$ cat src/rtl/pcie_mem_arbiter_if.sv
// ---------------------------------------------------------------------------
// pcie_mem_arbiter_if
//   Bundles every bus signal of the two-requester memory arbiter. Signal names
//   carry the arbiter's own direction (i_ = into the arbiter, o_ = out of it).
//
//   Requester side (packed per requester, requester n in slice n):
//     i_req_valid/write/last [1:0], i_req_bytes [19:0], i_req_addr [25:0],
//     i_req_strob [15:0], i_req_data [127:0], o_req_ready [1:0]
//     o_resp_valid [1:0], o_resp_last/fault, o_resp_addr [12:0],
//     o_resp_data [63:0], i_resp_ready [1:0], o_resp_orphan
//   Memory side:
//     o_mem_valid/write/last, o_mem_bytes [9:0], o_mem_addr [12:0],
//     o_mem_strob [7:0], o_mem_data [63:0], i_mem_ready,
//     i_mem_resp_valid/last/fault, i_mem_resp_addr [12:0],
//     i_mem_resp_data [63:0], o_mem_resp_ready
//
//   modport slave  : the arbiter
//   modport master : whatever drives the arbiter (requesters + memory model)
// ---------------------------------------------------------------------------
interface pcie_mem_arbiter_if;
  logic [1:0]   i_req_valid;
  logic [1:0]   o_req_ready;
  logic [1:0]   i_req_write;
  logic [19:0]  i_req_bytes;
  logic [25:0]  i_req_addr;
  logic [15:0]  i_req_strob;
  logic [127:0] i_req_data;
  logic [1:0]   i_req_last;

  logic [1:0]   o_resp_valid;
  logic         o_resp_last;
  logic         o_resp_fault;
  logic [12:0]  o_resp_addr;
  logic [63:0]  o_resp_data;
  logic [1:0]   i_resp_ready;

  logic         i_mem_ready;
  logic         o_mem_valid;
  logic         o_mem_write;
  logic [9:0]   o_mem_bytes;
  logic [12:0]  o_mem_addr;
  logic [7:0]   o_mem_strob;
  logic [63:0]  o_mem_data;
  logic         o_mem_last;

  logic         i_mem_resp_valid;
  logic         i_mem_resp_last;
  logic         i_mem_resp_fault;
  logic [12:0]  i_mem_resp_addr;
  logic [63:0]  i_mem_resp_data;
  logic         o_mem_resp_ready;
  logic         o_resp_orphan;

  modport slave (
    input  i_req_valid, i_req_write, i_req_bytes, i_req_addr, i_req_strob,
           i_req_data, i_req_last, i_resp_ready, i_mem_ready,
           i_mem_resp_valid, i_mem_resp_last, i_mem_resp_fault,
           i_mem_resp_addr, i_mem_resp_data,
    output o_req_ready, o_resp_valid, o_resp_last, o_resp_fault, o_resp_addr,
           o_resp_data, o_mem_valid, o_mem_write, o_mem_bytes, o_mem_addr,
           o_mem_strob, o_mem_data, o_mem_last, o_mem_resp_ready, o_resp_orphan
  );

  modport master (
    output i_req_valid, i_req_write, i_req_bytes, i_req_addr, i_req_strob,
           i_req_data, i_req_last, i_resp_ready, i_mem_ready,
           i_mem_resp_valid, i_mem_resp_last, i_mem_resp_fault,
           i_mem_resp_addr, i_mem_resp_data,
    input  o_req_ready, o_resp_valid, o_resp_last, o_resp_fault, o_resp_addr,
           o_resp_data, o_mem_valid, o_mem_write, o_mem_bytes, o_mem_addr,
           o_mem_strob, o_mem_data, o_mem_last, o_mem_resp_ready, o_resp_orphan
  );
endinterface

$ cat src/rtl/pcie_mem_arbiter.sv
// ---------------------------------------------------------------------------
// pcie_mem_arbiter
//   Round-robin arbiter that lets two requesters (0 = PCIe IO endpoint,
//   1 = local agent) share one 13-bit-address memory port. A grant covers a
//   whole request sequence up to its last beat. The owner of every completed
//   sequence is pushed into an in-order tag FIFO; since memory answers in
//   order, the FIFO head tells which requester the current response belongs to.
//
//   Ports:
//     i_clk   : system bus clock
//     i_nrst  : asynchronous active-low reset
//     bus     : pcie_mem_arbiter_if.slave (requester, response and memory buses)
//   Parameter:
//     OUTSTANDING_DEPTH : max sequences awaiting their response last beat
//                         (power of 2, >= 2)
// ---------------------------------------------------------------------------
module pcie_mem_arbiter #(
  parameter int OUTSTANDING_DEPTH = 4
) (
  input  logic              i_clk,
  input  logic              i_nrst,
  pcie_mem_arbiter_if.slave bus
);
  localparam int PW = $clog2(OUTSTANDING_DEPTH);
  localparam int CW = PW + 1;
  localparam logic [CW-1:0] DEPTH_C = CW'(OUTSTANDING_DEPTH);

  typedef enum logic {IDLE = 1'b0, BURST = 1'b1} state_t;

  state_t        r_state;
  logic          r_owner;
  logic          r_rr_ptr;
  logic          r_orphan;
  logic [PW-1:0] r_wr_ptr;
  logic [PW-1:0] r_rd_ptr;
  logic [CW-1:0] r_count;
  logic          r_tag [OUTSTANDING_DEPTH];

  logic w_empty, w_full, w_head;
  logic w_grant, w_grant_owner;
  logic w_sel_valid, w_sel_last;
  logic w_push, w_pop, w_orphan, w_mem_resp_ready;

  assign w_empty = (r_count == '0);
  assign w_full  = (r_count == DEPTH_C);
  assign w_head  = r_tag[r_rd_ptr];

  // Arbitration: a tie is broken by rr_ptr, otherwise the lone requester wins.
  assign w_grant       = (r_state == IDLE) && (|bus.i_req_valid) && !w_full;
  assign w_grant_owner = (&bus.i_req_valid) ? r_rr_ptr : bus.i_req_valid[1];

  assign w_sel_valid = bus.i_req_valid[r_owner];
  assign w_sel_last  = bus.i_req_last[r_owner];
  assign w_push      = (r_state == BURST) && w_sel_valid && bus.i_mem_ready && w_sel_last;

  // Request path: the owner's fields are forwarded only while a burst is
  // granted, so the memory port sits at all-zero between grants.
  // NOTE: every signal driven here gets a default first, so no path can
  // leave a value unassigned and infer a latch.
  always_comb begin
    bus.o_mem_valid = 1'b0;
    bus.o_mem_write = 1'b0;
    bus.o_mem_bytes = '0;
    bus.o_mem_addr  = '0;
    bus.o_mem_strob = '0;
    bus.o_mem_data  = '0;
    bus.o_mem_last  = 1'b0;
    bus.o_req_ready = 2'b00;
    if (r_state == BURST) begin
      bus.o_mem_valid = w_sel_valid;
      bus.o_mem_write = bus.i_req_write[r_owner];
      bus.o_mem_last  = w_sel_last;
      bus.o_req_ready = r_owner ? {bus.i_mem_ready, 1'b0} : {1'b0, bus.i_mem_ready};
      bus.o_mem_bytes = r_owner ? bus.i_req_bytes[19:10]  : bus.i_req_bytes[9:0];
      bus.o_mem_addr  = r_owner ? bus.i_req_addr[25:13]   : bus.i_req_addr[12:0];
      bus.o_mem_strob = r_owner ? bus.i_req_strob[15:8]   : bus.i_req_strob[7:0];
      bus.o_mem_data  = r_owner ? bus.i_req_data[127:64]  : bus.i_req_data[63:0];
    end
  end

  // Response path: steered by the FIFO head. With nothing outstanding the
  // beat is swallowed (ready follows valid) and flagged as an orphan.
  assign w_mem_resp_ready = w_empty ? bus.i_mem_resp_valid : bus.i_resp_ready[w_head];
  assign w_pop    = !w_empty && bus.i_mem_resp_valid && w_mem_resp_ready && bus.i_mem_resp_last;
  assign w_orphan = w_empty && bus.i_mem_resp_valid;

  assign bus.o_resp_valid     = w_empty ? 2'b00
                              : (w_head ? {bus.i_mem_resp_valid, 1'b0} : {1'b0, bus.i_mem_resp_valid});
  assign bus.o_mem_resp_ready = w_mem_resp_ready;
  assign bus.o_resp_last      = bus.i_mem_resp_last;
  assign bus.o_resp_fault     = bus.i_mem_resp_fault;
  assign bus.o_resp_addr      = bus.i_mem_resp_addr;
  assign bus.o_resp_data      = bus.i_mem_resp_data;
  assign bus.o_resp_orphan    = r_orphan;

  // NOTE: all state is updated with non-blocking assignments so every
  // register samples the pre-edge values, independent of statement order.
  always_ff @(posedge i_clk or negedge i_nrst) begin
    if (!i_nrst) begin
      r_state  <= IDLE;
      r_owner  <= 1'b0;
      r_rr_ptr <= 1'b0;
      r_orphan <= 1'b0;
      r_wr_ptr <= '0;
      r_rd_ptr <= '0;
      r_count  <= '0;
    end else begin
      r_orphan <= w_orphan;
      case (r_state)
        IDLE: if (w_grant) begin
          r_owner <= w_grant_owner;
          r_state <= BURST;
        end
        BURST: if (w_push) begin
          r_rr_ptr <= ~r_owner;
          r_state  <= IDLE;
        end
        default: r_state <= IDLE;
      endcase
      // Pointers wrap naturally since the depth is a power of 2.
      if (w_push) r_wr_ptr <= r_wr_ptr + 1'b1;
      if (w_pop)  r_rd_ptr <= r_rd_ptr + 1'b1;
      case ({w_push, w_pop})
        2'b10:   r_count <= r_count + 1'b1;
        2'b01:   r_count <= r_count - 1'b1;
        default: r_count <= r_count;
      endcase
    end
  end

  // NOTE: the tag storage has no reset; entries are only read between a push
  // and its pop, and the reset-cleared count guards that.
  always_ff @(posedge i_clk) begin
    if (w_push) r_tag[r_wr_ptr] <= r_owner;
  end
endmodule

$ cat src/flat_wrapper.sv
// flat-port wrapper written by rule: the top's interface ports become plain ports
module pcie_mem_arbiter_flat 
#(
  parameter int OUTSTANDING_DEPTH = 4
)
  (i_clk, i_nrst, bus_i_req_valid, bus_i_req_write, bus_i_req_bytes, bus_i_req_addr, bus_i_req_strob, bus_i_req_data, bus_i_req_last, bus_i_resp_ready, bus_i_mem_ready, bus_i_mem_resp_valid, bus_i_mem_resp_last, bus_i_mem_resp_fault, bus_i_mem_resp_addr, bus_i_mem_resp_data, bus_o_req_ready, bus_o_resp_valid, bus_o_resp_last, bus_o_resp_fault, bus_o_resp_addr, bus_o_resp_data, bus_o_mem_valid, bus_o_mem_write, bus_o_mem_bytes, bus_o_mem_addr, bus_o_mem_strob, bus_o_mem_data, bus_o_mem_last, bus_o_mem_resp_ready, bus_o_resp_orphan);
  pcie_mem_arbiter_if bus_i ();
  input  logic i_clk;
  input  logic i_nrst;
  input wire logic [$bits(bus_i.i_req_valid)-1:0] bus_i_req_valid;
  input wire logic [$bits(bus_i.i_req_write)-1:0] bus_i_req_write;
  input wire logic [$bits(bus_i.i_req_bytes)-1:0] bus_i_req_bytes;
  input wire logic [$bits(bus_i.i_req_addr)-1:0] bus_i_req_addr;
  input wire logic [$bits(bus_i.i_req_strob)-1:0] bus_i_req_strob;
  input wire logic [$bits(bus_i.i_req_data)-1:0] bus_i_req_data;
  input wire logic [$bits(bus_i.i_req_last)-1:0] bus_i_req_last;
  input wire logic [$bits(bus_i.i_resp_ready)-1:0] bus_i_resp_ready;
  input wire logic [$bits(bus_i.i_mem_ready)-1:0] bus_i_mem_ready;
  input wire logic [$bits(bus_i.i_mem_resp_valid)-1:0] bus_i_mem_resp_valid;
  input wire logic [$bits(bus_i.i_mem_resp_last)-1:0] bus_i_mem_resp_last;
  input wire logic [$bits(bus_i.i_mem_resp_fault)-1:0] bus_i_mem_resp_fault;
  input wire logic [$bits(bus_i.i_mem_resp_addr)-1:0] bus_i_mem_resp_addr;
  input wire logic [$bits(bus_i.i_mem_resp_data)-1:0] bus_i_mem_resp_data;
  output wire logic [$bits(bus_i.o_req_ready)-1:0] bus_o_req_ready;
  output wire logic [$bits(bus_i.o_resp_valid)-1:0] bus_o_resp_valid;
  output wire logic [$bits(bus_i.o_resp_last)-1:0] bus_o_resp_last;
  output wire logic [$bits(bus_i.o_resp_fault)-1:0] bus_o_resp_fault;
  output wire logic [$bits(bus_i.o_resp_addr)-1:0] bus_o_resp_addr;
  output wire logic [$bits(bus_i.o_resp_data)-1:0] bus_o_resp_data;
  output wire logic [$bits(bus_i.o_mem_valid)-1:0] bus_o_mem_valid;
  output wire logic [$bits(bus_i.o_mem_write)-1:0] bus_o_mem_write;
  output wire logic [$bits(bus_i.o_mem_bytes)-1:0] bus_o_mem_bytes;
  output wire logic [$bits(bus_i.o_mem_addr)-1:0] bus_o_mem_addr;
  output wire logic [$bits(bus_i.o_mem_strob)-1:0] bus_o_mem_strob;
  output wire logic [$bits(bus_i.o_mem_data)-1:0] bus_o_mem_data;
  output wire logic [$bits(bus_i.o_mem_last)-1:0] bus_o_mem_last;
  output wire logic [$bits(bus_i.o_mem_resp_ready)-1:0] bus_o_mem_resp_ready;
  output wire logic [$bits(bus_i.o_resp_orphan)-1:0] bus_o_resp_orphan;
  assign bus_i.i_req_valid = bus_i_req_valid;
  assign bus_i.i_req_write = bus_i_req_write;
  assign bus_i.i_req_bytes = bus_i_req_bytes;
  assign bus_i.i_req_addr = bus_i_req_addr;
  assign bus_i.i_req_strob = bus_i_req_strob;
  assign bus_i.i_req_data = bus_i_req_data;
  assign bus_i.i_req_last = bus_i_req_last;
  assign bus_i.i_resp_ready = bus_i_resp_ready;
  assign bus_i.i_mem_ready = bus_i_mem_ready;
  assign bus_i.i_mem_resp_valid = bus_i_mem_resp_valid;
  assign bus_i.i_mem_resp_last = bus_i_mem_resp_last;
  assign bus_i.i_mem_resp_fault = bus_i_mem_resp_fault;
  assign bus_i.i_mem_resp_addr = bus_i_mem_resp_addr;
  assign bus_i.i_mem_resp_data = bus_i_mem_resp_data;
  assign bus_o_req_ready = bus_i.o_req_ready;
  assign bus_o_resp_valid = bus_i.o_resp_valid;
  assign bus_o_resp_last = bus_i.o_resp_last;
  assign bus_o_resp_fault = bus_i.o_resp_fault;
  assign bus_o_resp_addr = bus_i.o_resp_addr;
  assign bus_o_resp_data = bus_i.o_resp_data;
  assign bus_o_mem_valid = bus_i.o_mem_valid;
  assign bus_o_mem_write = bus_i.o_mem_write;
  assign bus_o_mem_bytes = bus_i.o_mem_bytes;
  assign bus_o_mem_addr = bus_i.o_mem_addr;
  assign bus_o_mem_strob = bus_i.o_mem_strob;
  assign bus_o_mem_data = bus_i.o_mem_data;
  assign bus_o_mem_last = bus_i.o_mem_last;
  assign bus_o_mem_resp_ready = bus_i.o_mem_resp_ready;
  assign bus_o_resp_orphan = bus_i.o_resp_orphan;
  pcie_mem_arbiter #(.OUTSTANDING_DEPTH(OUTSTANDING_DEPTH)) u_core (.i_clk(i_clk), .i_nrst(i_nrst), .bus(bus_i));
endmodule
$ cat config.mk
export PLATFORM = sky130hd
export DESIGN_NAME = pcie_mem_arbiter_flat
export DESIGN_NICKNAME = d
export VERILOG_FILES = /design/src/rtl/pcie_mem_arbiter_if.sv /design/src/rtl/pcie_mem_arbiter.sv /design/src/flat_wrapper.sv
export SDC_FILE = /design/constraint.sdc
export NUM_CORES = 1
export LEC_CHECK = 0
export ABC_AREA = 0
export BUFFER_PORTS_ARGS = -buffer_cell sky130_fd_sc_hd__clkbuf_2
export CELL_PAD_IN_SITES_DETAIL_PLACEMENT = 0
export CELL_PAD_IN_SITES_GLOBAL_PLACEMENT = 1
export CORE_AREA = 5 5 179 181
export CTS_BUF_LIST = sky130_fd_sc_hd__clkbuf_8
export CTS_CLUSTER_DIAMETER = 80
export CTS_CLUSTER_SIZE = 8
export DETAILED_ROUTE_END_ITERATION = 10
export DIE_AREA = 0 0 184 186
export GPL_TIMING_DRIVEN = 0
export PLACE_DENSITY_LB_ADDON = 0.3
export SYNTH_ARGS = -nofsm -noshare
export SYNTH_HDL_FRONTEND = slang
export SYNTH_SLANG_ARGS = --single-unit
$ cat constraint.sdc
create_clock -name i_clk -period 5.3 [get_ports i_clk]
set_clock_uncertainty 0.15 [all_clocks]
set_input_delay 0 -clock i_clk [delete_from_list [all_inputs] [get_ports i_clk]]
set_output_delay 0 -clock i_clk [all_outputs]
set_load 0.005 [all_outputs]
==> impl_metrics.csv, run 1 <==
group,metric,value,unit
outcome,run_status,"complete, no violations",
timing,setup_ws,2.47,ns
timing,final_hold_violation_count,0,
floorplan,floorplan.die.height,186,µm
critical_path,crit_required,5.28,ns
clocking,cts.reportedPaths.clkPinSlew,0.07,ns
drt,drt_pass1_iterations,4,
placed_design,total_half_perimeter_wirelength_after_legalization_and_detailed_placement,14.7,mm
cells_and_area,layout_area_growth_over_synthesis,90.4,%
placed_design,placement.io_buffers,385,
synth,synth_edf_count,4,
cells_and_area,post_route_cells_drive_above_1_share,63.9,%
drt,met2WireLength,8.87,mm
drt,route.top_layer_used,"met4",
timing,fin_crit,2.83,ns
global_routing,number_of_global_route_vias_before_repair,3948,
clocking,cts-root-to-sink-buffers,2,
synth,post_synth_inst_count,362,
clocking,cts.sinks,15,
critical_path,start_kind,"flip-flop",
global_routing,grt_start_max_net_pins,12,
timing,setup_total_negative_slack,0,ns
placed_design,gp_routability_congestion,0.724,
synth,synth.yosys.warnings,0,
synth,ys_ff_latch,15,
timing,final.period_utilization,53.3,%
clocking,tritoncts,"done",
clocking,tritoncts.num_buffers,3,
timing,timing.fmax,354,MHz
floorplan,width_of_the_die,184,µm
synth,mappedNetlistArea,2800,µm²
power,cellInternalPower,931,µW
power,share_comb_of_total_power,83.4,%
timing,drv_slew,0,
critical_path,slowest_stage,"sky130_fd_sc_hd__dfrtp_1",
power,sw_frac_of_total,49.4,%
drt,drtIter0Drc,95,
timing,max_slew_headroom,45.5,%
worst_hold_path,hold_path.class,"primary input to asynchronous set/reset pin",
timing,max_slew.worst_pin.slew,0.818,ns
floorplan,rows,64,
critical_path,endpoint_kind,"flip-flop",
timing,fin_worst_hold_slack,0.0183,ns
clocking,postCtsSetupBuffers,0,
global_routing,grt_first_pass_wirelength,22.1,mm
synth,synth.avg_cell_area,7.74,µm²
clocking,clock_latency_of_the_later_clocked_register_in_the_worst_skew_pair,0.25,ns
critical_path,cp_cell_sequence,"buf_2 -> a21oi_1 -> nor3_2 -> inv_1 -> ha_1 -> inv_1 -> fa_1 -> xor2_1 -> nor2_1 -> xor2_1",
synth,synth.yosys.seq_area_share,14.1,%
floorplan,placeableCoreArea,30300,µm²
synth,synthDistinctLibCells,28,
power,ir_drop,0.000130,V
drt,antenna_violating_nets_post_route,0,
power,share_clk_of_total_power,5.2,%
floorplan,initial_core_util,9.25,%
clocking,cts_root_buffer,"sky130_fd_sc_hd__clkbuf_8",
drt,postRouteWirelength,16.5,mm
clocking,post_cts.resized_instances,0,
drt,post_detailed_route_wirelength_per_cell,14.3,µm
drt,met3RoutedLength,1.39,mm
critical_path,reg2regPathDepth,10,
cells_and_area,layout.nets,1045,
power,seq_power_share,11.4,%
placed_design,place_worst_setup_slack,2.33,ns
global_routing,grt_overflow_total,0,
critical_path,setup.worst_path.class,"flip-flop to flip-flop",
drt,route.vias.total,3746,
drt,wirelength_met1,6.03,mm
flow_run,drv_cap,0,
synth,synthArstFlopShare,73.3,%
global_routing,track_usage,8.28,%
timing,setup_viol,0,
critical_path,cp_slowest_stage_delay,0.51,ns
drt,avgViaCountPerCell,3.25,
synth,ys.flop_type,"sky130_fd_sc_hd__dfrtp_1",
clocking,cts.htree.levels,1,
synth,syn_nets,649,
critical_path,path_max_fanout,10,
timing,unrepaired_setup_endpoints_after_global_routing,"no",
power,power_leakage,3.24,nW
drt,total_drc_errors_in_the_routed_layout,0,
cells_and_area,antenna_cells,0,
global_routing,grt_antenna_before_repair,0,
floorplan,die-area,34200,µm²
power,powerDensity,345,nW/µm²
floorplan,num_io_pins,464,
power,netSwitchingPower,908,µW
critical_path,worst_ep_arrival_time,2.80,ns
==> per-stage QoR <==
| stage | power (mW) | area, µm² | instances | utilization (%) |
|---|---|---|---|---|
| 6_report | 1.84 | 5330 | 1153 | 17.6 |
| 5_1_grt | 2.05 | 5330 | 1153 | 17.6 |
| 4_1_cts | 1.91 | 5330 | 1153 | 17.6 |
| 3_5_place_dp | 1.80 | 5220 | 1143 | 17.3 |
| 3_3_place_gp | 1.80 | 5220 | 1143 | 17.3 |
| 2_1_floorplan | 1.07 | 2800 | 362 | - |
==> cells in the mapped netlist (all sizes together) (2+ instances only) <==
| master | n | share of area [%] |
|---|---|---|
| a21oi | 2 | 0.36 |
| xor2 | 4 | 1.3 |
| clkbuf | 10 | 1.3 |
| and2 | 5 | 1.1 |
| dfrtp | 11 | 9.8 |
| buf | 90 | 23 |
| edfxtp | 4 | 4.3 |
| o21ai | 2 | 0.36 |
| nor3 | 3 | 0.71 |
| xnor2 | 2 | 0.63 |
| ha | 5 | 2.2 |
| nand2 | 3 | 0.40 |
| nor2 | 103 | 14 |
| inv | 8 | 1.1 |
| a31oi | 2 | 0.45 |
| mux2i | 99 | 35 |
==> power groups by stage <==
stage                     Sequential, mW  Clock, mW  Combinational (mW)
after floorplan                    0.198          0               0.873
after global placement             0.213          0                1.59
after detailed placement           0.214          0                1.58
after CTS                          0.210     0.0986                1.60
after global routing               0.217      0.107                1.72
final                              0.209     0.0951                1.53
==> metal layers <==
layer / up-vias / global-route usage (%)
met5: - / 0
met3: 8 / 1.90
li1: 1898 / -
met2: 227 / 15.8
met1: 1613 / 9.45
met4: 0 / 1.45
==> registers in the layout, indices dropped and copies added (netlist names) <==
register	flops
u_core.r_tag	4
u_core.r_count	3
u_core.r_rd_ptr	2
u_core.r_wr_ptr	2
u_core.bus.o_resp_orphan	1
u_core.r_owner	1
u_core.r_rr_ptr	1
u_core.r_state	1
==> kinds of logic after synthesis <==
family / after synthesis / share of synthesized area, %
mux: 101 / 36.6
compound gates: 8 / 1.74
buf+inv: 108 / 25.6
xor+xnor: 6 / 1.88
fa+ha+maj: 6 / 2.95
flops: 15 / 14.1
simple gates: 118 / 17.2
==> layout by cell type, fill, tap and decap left out, types with 6 or more instances in the layout <==
master / n
sky130_fd_sc_hd__buf_4: 79
sky130_fd_sc_hd__mux2i_1: 99
sky130_fd_sc_hd__dfrtp_1: 11
sky130_fd_sc_hd__dlygate4sd3_1: 6
sky130_fd_sc_hd__clkbuf_1: 10
sky130_fd_sc_hd__nor2_1: 103
sky130_fd_sc_hd__inv_1: 7
sky130_fd_sc_hd__buf_2: 11
sky130_fd_sc_hd__clkbuf_2: 385
==> final timing paths <==
check | startpoint | endpoint | slack, ns
min | i_nrst | u_core.r_rd_ptr[1]$_DFFE_PN0P_ | 0.02
min reg2reg | u_core.r_rd_ptr[1]$_DFFE_PN0P_ | u_core.r_rd_ptr[1]$_DFFE_PN0P_ | 0.34
max | u_core.r_owner$_DFFE_PN0P_ | u_core.r_count[2]$_DFFE_PN0P_ | 2.47
max reg2reg | u_core.r_owner$_DFFE_PN0P_ | u_core.r_count[2]$_DFFE_PN0P_ | 2.47
max in group asynchronous | i_nrst | u_core.bus.o_resp_orphan$_DFF_PN0_ | 4.74
min in group i_clk | bus_i_mem_resp_data[6] | bus_o_resp_data[6] | 0.02
==> what timing repair did <==
action / CTS / global route
endpoints found under the setup margin: 0 / 0
hold buffers: 6 / 0
hold endpoints to repair: 15 / 0
==> critical path: cells and delay by family, from the launching register on <==
kind            cells  cell delay [ns]
fa+ha+maj           2             0.41
simple gates        2             0.55
flops               1             0.51
xor+xnor            2             0.28
buf+inv             3             0.60
compound gates      1             0.21
==> layout make-up <==
| cell class | instances | area, µm² |
|---|---|---|
| tap | 396 | 495 |
| inverter | 8 | 30.0 |
| buffer | 100 | 686 |
| clock inverter | 1 | 7.51 |
| fill | 3509 | 24900 |
| clock buffer | 3 | 41.3 |
| timing repair buffer | 391 | 1990 |
| multi-input combinational | 239 | 1690 |
| sequential | 15 | 395 |
No activity file was read; power rests on OpenSTA's default activity.
==> inputs of run 2 (changes only) <==
- clock period: 5.3 -> 2.67 ns (I/O delays scaled with it)
==> run 2 against run 1 <==
Compared with the run above:
- die area stayed put
- sequential share of layout area is 0.089 points lower
- clock power is 99% higher
- cell area is 1.2% higher
- setup slack worse by 2.4 ns
- first-iteration DRC count is 16% lower
- critical endpoint unchanged
- highest routed layer unchanged
==> impl_metrics.csv, run 2 (same netlist as run 1, synthesis figures left out) <==
group,metric,value,unit
outcome,run_status,"complete, no violations",
cells_and_area,largest_register_ffs,4,
floorplan,width_of_the_die,184,µm
drt,post_detailed_route_wirelength_per_cell,14.3,µm
clocking,cts-root-to-sink-buffers,2,
flow_run,drv_cap,0,
timing,timing.fmax,385,MHz
critical_path,start_kind,"flip-flop",
worst_hold_path,hold_path.class,"primary input to asynchronous set/reset pin",
floorplan,die-area,34200,µm²
floorplan,initial_core_util,9.25,%
clocking,cts.reportedPaths.clkPinSlew,0.07,ns
critical_path,crit_required,2.69,ns
power,power_leakage,3.27,nW
critical_path,endpoint_kind,"flip-flop",
placed_design,placed_cells_incl_taps,1143,
cells_and_area,final_common_cell,"sky130_fd_sc_hd__clkbuf_2",
global_routing,number_of_global_route_vias_before_repair,3999,
floorplan,floorplan.die.height,186,µm
placed_design,gp_routability_congestion,0.724,
critical_path,critical_path.reg2reg.endpoint,"u_core.r_count[2]$_DFFE_PN0P_",
cells_and_area,largest_registers,"u_core.r_tag x4, u_core.r_count x3",
critical_path,setup.reg_to_reg.worst_slack,0.07,ns
timing,setup_viol,0,
drt,total_drc_errors_in_the_routed_layout,0,
drt,route.vias.total,3777,
drt,drt_pass1_iterations,4,
cells_and_area,post_route_cells_drive_above_1_share,65.0,%
floorplan,rows,64,
timing,drv_slew,0,
critical_path,reg2regPathDepth,9,
clocking,cts_root_buffer,"sky130_fd_sc_hd__clkbuf_8",
clocking,tritoncts.num_buffers,3,
cells_and_area,finalNonFillerCells,1158,
clocking,cts.htree.levels,1,
critical_path,cp_slowest_stage_delay,0.56,ns
power,ir_drop,0.000258,V
timing,fin_worst_hold_slack,0.0182,ns
global_routing,grt_first_pass_wirelength,22.2,mm
drt,drtIter0Drc,80,
drt,antenna_violating_nets_post_route,0,
critical_path,setup.worst_path.class,"flip-flop to flip-flop",
critical_path,slowest_stage,"sky130_fd_sc_hd__mux4_2",
clocking,cts.sinks,15,
critical_path,cp_cell_sequence,"mux4_2 -> mux2i_4 -> nor3b_2 -> ha_2 -> inv_2 -> fa_2 -> xor2_1 -> nor2_1 -> xor2_1",
cells_and_area,fillers,3506,
placed_design,placed_inst_area,5220,µm²
timing,unrepaired_setup_endpoints_after_global_routing,"yes",
drt,postRouteWirelength,16.5,mm
critical_path,cpMostUsedCell,"sky130_fd_sc_hd__xor2_1",
cells_and_area,layout_area_growth_over_synthesis,92.7,%
timing,max_slew.worst_pin.slew,0.801,ns
critical_path,worst_r2r_startpoint,"u_core.r_rd_ptr[0]$_DFFE_PN0P_",
cells_and_area,mostFrequentLayoutCells,"385 x sky130_fd_sc_hd__clkbuf_2, 103 x sky130_fd_sc_hd__nor2_1, 98 x sky130_fd_sc_hd__mux2i_1, 86 x sky130_fd_sc_hd__buf_4, 11 x sky130_fd_sc_hd__dfrtp_1",
critical_path,worst_ep_arrival_time,2.62,ns
floorplan,placeableCoreArea,30300,µm²
global_routing,grt_antenna_before_repair,0,
placed_design,total_half_perimeter_wirelength_after_legalization_and_detailed_placement,14.7,mm
power,powerDensity,689,nW/µm²
clocking,clock_latency_of_the_later_clocked_register_in_the_worst_skew_pair,0.25,ns
cells_and_area,antenna_cells,0,
clocking,tritoncts,"done",
global_routing,grt_overflow_total,0,
cells_and_area,fin_area,5400,µm²
global_routing,grt_start_max_net_pins,12,
timing,fin_crit,2.60,ns
timing,final.period_utilization,97.3,%
timing,max_slew_headroom,46.6,%
placed_design,placement.io_buffers,385,
cells_and_area,max_flop_register,"u_core.r_tag",
drt,avgViaCountPerCell,3.26,
floorplan,num_io_pins,464,
global_routing,track_usage,8.32,%
cells_and_area,layout.nets,1050,
timing,final_hold_violation_count,0,
critical_path,path_max_fanout,2,
==> run 2: cell count changes in the layout (fill, tap and decap cells not counted), sizes merged <==
| cell | delta |
|---|---|
| buf | +6 |
| dlygate4sd3 | -1 |
==> run 2: per-layer routing <==
metal  vias up  routed length [µm]  GRT usage (%)
met5         -                   0              0
li1       1909                   -              -
met4         0                 205           1.54
met3        10                1390           1.90
met1      1631                6030           9.45
met2       227                8890           15.9
==> run 2: power breakdown <==
| part | leakage, nW | switching (mW) | internal (mW) |
|---|---|---|---|
| clock | 0.0217 | 0.0845 | 0.105 |
| sequential | 0.166 | 0.0812 | 0.331 |
| combinational | 3.09 | 1.66 | 1.46 |
==> run 2: critical path, delay by kind of cell, from the launching register on <==
kind,cells,cell delay (ns)
flops,1,0.37
buf+inv,1,0.04
xor+xnor,2,0.29
mux,2,0.77
fa+ha+maj,2,0.54
simple gates,2,0.35
==> run 2: how the worst max path moves through the flow <==
stage | start | endpoint | slack, ns
floorplan | u_core.r_rd_ptr[0]$_DFFE_PN0P_ | u_core.r_count[2]$_DFFE_PN0P_ | 0.06
finish | u_core.r_rd_ptr[0]$_DFFE_PN0P_ | u_core.r_count[2]$_DFFE_PN0P_ | 0.07
detailed placement | u_core.r_owner$_DFFE_PN0P_ | u_core.r_count[2]$_DFFE_PN0P_ | -0.30
global route | u_core.r_rd_ptr[0]$_DFFE_PN0P_ | u_core.r_count[2]$_DFFE_PN0P_ | -0.09
CTS | u_core.r_rd_ptr[0]$_DFFE_PN0P_ | u_core.r_count[2]$_DFFE_PN0P_ | 0.005
global placement | u_core.r_owner$_DFFE_PN0P_ | u_core.r_count[2]$_DFFE_PN0P_ | -0.20
==> run 2: area by class of cell <==
class,instances,area [µm²],share of cell area (%)
flip-flops and latches,15,395,7.33
multi-input cells,239,1720,31.8
clock inverters,1,7.51,0.139
repair buffers,396,2020,37.5
well taps,396,495,9.18
clock buffers,3,41.3,0.765
plain buffers,100,688,12.8
inverters,8,30.0,0.556
==> run 2: timing repair <==
item                                   CTS  global route
setup endpoints to repair                2             2
pin swaps                                5             4
gates resized for setup                  7             1
endpoints found under the hold margin   15             0
setup buffers                            5             1
hold buffers                             5             0
==> run 2: stage by stage <==
step                      power (mW)  util (%)  TNS [ns]  setup slack, ns
after floorplan                 2.13         -         0           0.0631
after global placement          3.58      17.3    -0.326           -0.196
after detailed placement        3.57      17.3    -0.523           -0.295
after CTS                       3.85      17.8         0          0.00535
after global routing            4.14      17.8   -0.0882          -0.0882
final                           3.72      17.8         0           0.0710
==> inputs of run 3 (changes only) <==
- PLACE_DENSITY: unset -> 0.49
- PLACE_DENSITY_LB_ADDON: 0.3 -> unset
- SKIP_LAST_GASP: unset -> 1
==> run 3 against run 2 <==
Compared with the run above:
- critical path depth stayed put
- clock-buffer cell count stayed put
- cell area is 0.30% higher
- combinational power hardly changed
- first-iteration DRC count is 13% lower
- critical path type unchanged
- critical endpoint unchanged
==> impl_metrics.csv, run 3 (same netlist as run 1, synthesis figures left out) <==
group,metric,value,unit
timing,max_slew.worst_pin.slew,0.786,ns
critical_path,crit_required,2.69,ns
timing,setup_total_negative_slack,0,ns
placed_design,total_half_perimeter_wirelength_after_legalization_and_detailed_placement,15.0,mm
global_routing,number_of_global_route_vias_before_repair,3859,
cells_and_area,finalNonFillerCells,1160,
clocking,cts_root_buffer,"sky130_fd_sc_hd__clkbuf_8",
timing,timing.fmax,379,MHz
drt,drt_pass1_iterations,4,
flow_run,drv_cap,0,
drt,antenna_violating_nets_post_route,0,
critical_path,endpoint_kind,"flip-flop",
timing,final_hold_violation_count,0,
floorplan,placeableCoreArea,30300,µm²
power,ir_drop,0.000219,V
timing,setup_viol,0,
floorplan,rows,64,
power,post-layout-total-power,3.71,mW
placed_design,placement.io_buffers,385,
power,power_leakage,3.29,nW
cells_and_area,max_flop_register,"u_core.r_tag",
cells_and_area,largest_register_ffs,4,
floorplan,die-area,34200,µm²
cells_and_area,post_route_cells_drive_above_1_share,64.7,%
floorplan,initial_core_util,9.25,%
cells_and_area,layout.nets,1052,
floorplan,floorplan.die.height,186,µm
critical_path,setup.worst_path.class,"flip-flop to flip-flop",
clocking,cts.htree.levels,1,
cells_and_area,layout_area_growth_over_synthesis,93.3,%
floorplan,width_of_the_die,184,µm
timing,fin_worst_hold_slack,0.0181,ns
placed_design,placed_cells_incl_taps,1143,
timing,final.period_utilization,98.8,%
clocking,cts.sinks,15,
cells_and_area,largest_registers,"u_core.r_tag x4, u_core.r_count x3",
drt,route.vias.total,3839,
worst_hold_path,hold_path.class,"primary input to output port",
timing,max_slew_headroom,47.6,%
clocking,cts-root-to-sink-buffers,2,
clocking,clock_latency_of_the_later_clocked_register_in_the_worst_skew_pair,0.24,ns
global_routing,grt_start_max_net_pins,12,
cells_and_area,final_common_cell,"sky130_fd_sc_hd__clkbuf_2",
drt,total_drc_errors_in_the_routed_layout,0,
critical_path,worst_ep_arrival_time,2.66,ns
timing,fin_crit,2.64,ns
cells_and_area,antenna_cells,0,
global_routing,grt_antenna_before_repair,0,
outcome,run_status,"complete, no violations",
critical_path,start_kind,"flip-flop",
drt,post_detailed_route_wirelength_per_cell,14.3,µm
floorplan,num_io_pins,464,
drt,postRouteWirelength,16.6,mm
drt,avgViaCountPerCell,3.31,
global_routing,track_usage,8.26,%
timing,drv_slew,0,
clocking,tritoncts,"done",
placed_design,gp_routability_congestion,0.734,
timing,unrepaired_setup_endpoints_after_global_routing,"yes",
global_routing,grt_overflow_total,0,
global_routing,grt_first_pass_wirelength,22.1,mm
clocking,tritoncts.num_buffers,3,
cells_and_area,fillers,3516,
clocking,cts.reportedPaths.clkPinSlew,0.06,ns
drt,drtIter0Drc,70,
power,powerDensity,685,nW/µm²
critical_path,path_max_fanout,2,
cells_and_area,mostFrequentLayoutCells,"385 x sky130_fd_sc_hd__clkbuf_2, 103 x sky130_fd_sc_hd__nor2_1, 98 x sky130_fd_sc_hd__mux2i_1, 86 x sky130_fd_sc_hd__buf_4, 11 x sky130_fd_sc_hd__dfrtp_1",
run 3: changes by cell type in the layout (fill, tap and decap cells not counted):
cell                            delta
sky130_fd_sc_hd__a21oi_1           +1
sky130_fd_sc_hd__a21oi_2           -1
sky130_fd_sc_hd__clkbuf_4          +1
sky130_fd_sc_hd__clkinvlp_4        -1
sky130_fd_sc_hd__dlygate4sd3_1     +1
sky130_fd_sc_hd__inv_1             +1
sky130_fd_sc_hd__nor3b_2           -1
sky130_fd_sc_hd__nor3b_4           +1
run 3: through the flow:
stage / setup WS [ns] / util, % / instance area [µm²]
final: 0.0311 / 17.9 / 5410
after global routing: -0.101 / 17.9 / 5410
after CTS: -0.00599 / 17.8 / 5390
after detailed placement: -0.179 / 17.3 / 5220
after global placement: -0.168 / 17.3 / 5220
after floorplan: 0.0631 / - / 2800
run 3: worst max-delay path, stage by stage, from the launching register on:
cell                      delay [ns]
sky130_fd_sc_hd__dfrtp_1        0.37
sky130_fd_sc_hd__mux4_2         0.56
sky130_fd_sc_hd__mux2i_4        0.22
sky130_fd_sc_hd__nor3b_4        0.24
sky130_fd_sc_hd__ha_2           0.24
sky130_fd_sc_hd__inv_2          0.04
sky130_fd_sc_hd__fa_2           0.34
sky130_fd_sc_hd__xor2_1         0.14
sky130_fd_sc_hd__nor2_1         0.12
sky130_fd_sc_hd__xor2_1         0.14
run 3: power breakdown:
group / internal, mW / switching (mW)
logic: 1.47 / 1.65
registers: 0.331 / 0.0758
clock network: 0.102 / 0.0757
run 3: worst paths after layout:
kind | startpoint | cells past startpoint | to | slack (ns)
max in group asynchronous | i_nrst | 2 | u_core.r_owner$_DFFE_PN0P_ | 2.10
worst min register to register | u_core.r_rd_ptr[1]$_DFFE_PN0P_ | 1 | u_core.r_rd_ptr[1]$_DFFE_PN0P_ | 0.32
min in group asynchronous | i_nrst | 2 | u_core.r_state$_DFF_PN0_ | 0.04
worst max register to register | u_core.r_rd_ptr[0]$_DFFE_PN0P_ | 9 | u_core.r_count[2]$_DFFE_PN0P_ | 0.03
worst min-delay path | bus_i_mem_resp_fault | 2 | bus_o_resp_fault | 0.02
worst max-delay path | u_core.r_rd_ptr[0]$_DFFE_PN0P_ | 9 | u_core.r_count[2]$_DFFE_PN0P_ | 0.03
run 3: timing repair:
item                       CTS  global route
pin swaps                    5             3
setup endpoints to repair    2             3
hold endpoints to repair    15             0
setup buffers                4             3
hold buffers                 6             0
resized for setup            7             1
gates cloned                 0             0
run 3: layer usage:
layer  track usage [%]  part of all wire, %
met1              9.76                   36
met2              15.8                   54
met3              2.13                  9.7
met5                 0                    0
met4             0.385                 0.21
run 3: layout make-up:
| cell class | count | area [µm²] | share of cell area, % |
|---|---|---|---|
| tap | 396 | 495 | 9.15 |
| buffer | 100 | 688 | 12.7 |
| sequential | 15 | 395 | 7.30 |
| clock inverter | 1 | 3.75 | 0.0693 |
| timing repair buffer | 398 | 2040 | 37.7 |
| multi-input combinational | 239 | 1720 | 31.8 |
| clock buffer | 3 | 41.3 | 0.763 |
| inverter | 8 | 30.0 | 0.555 |
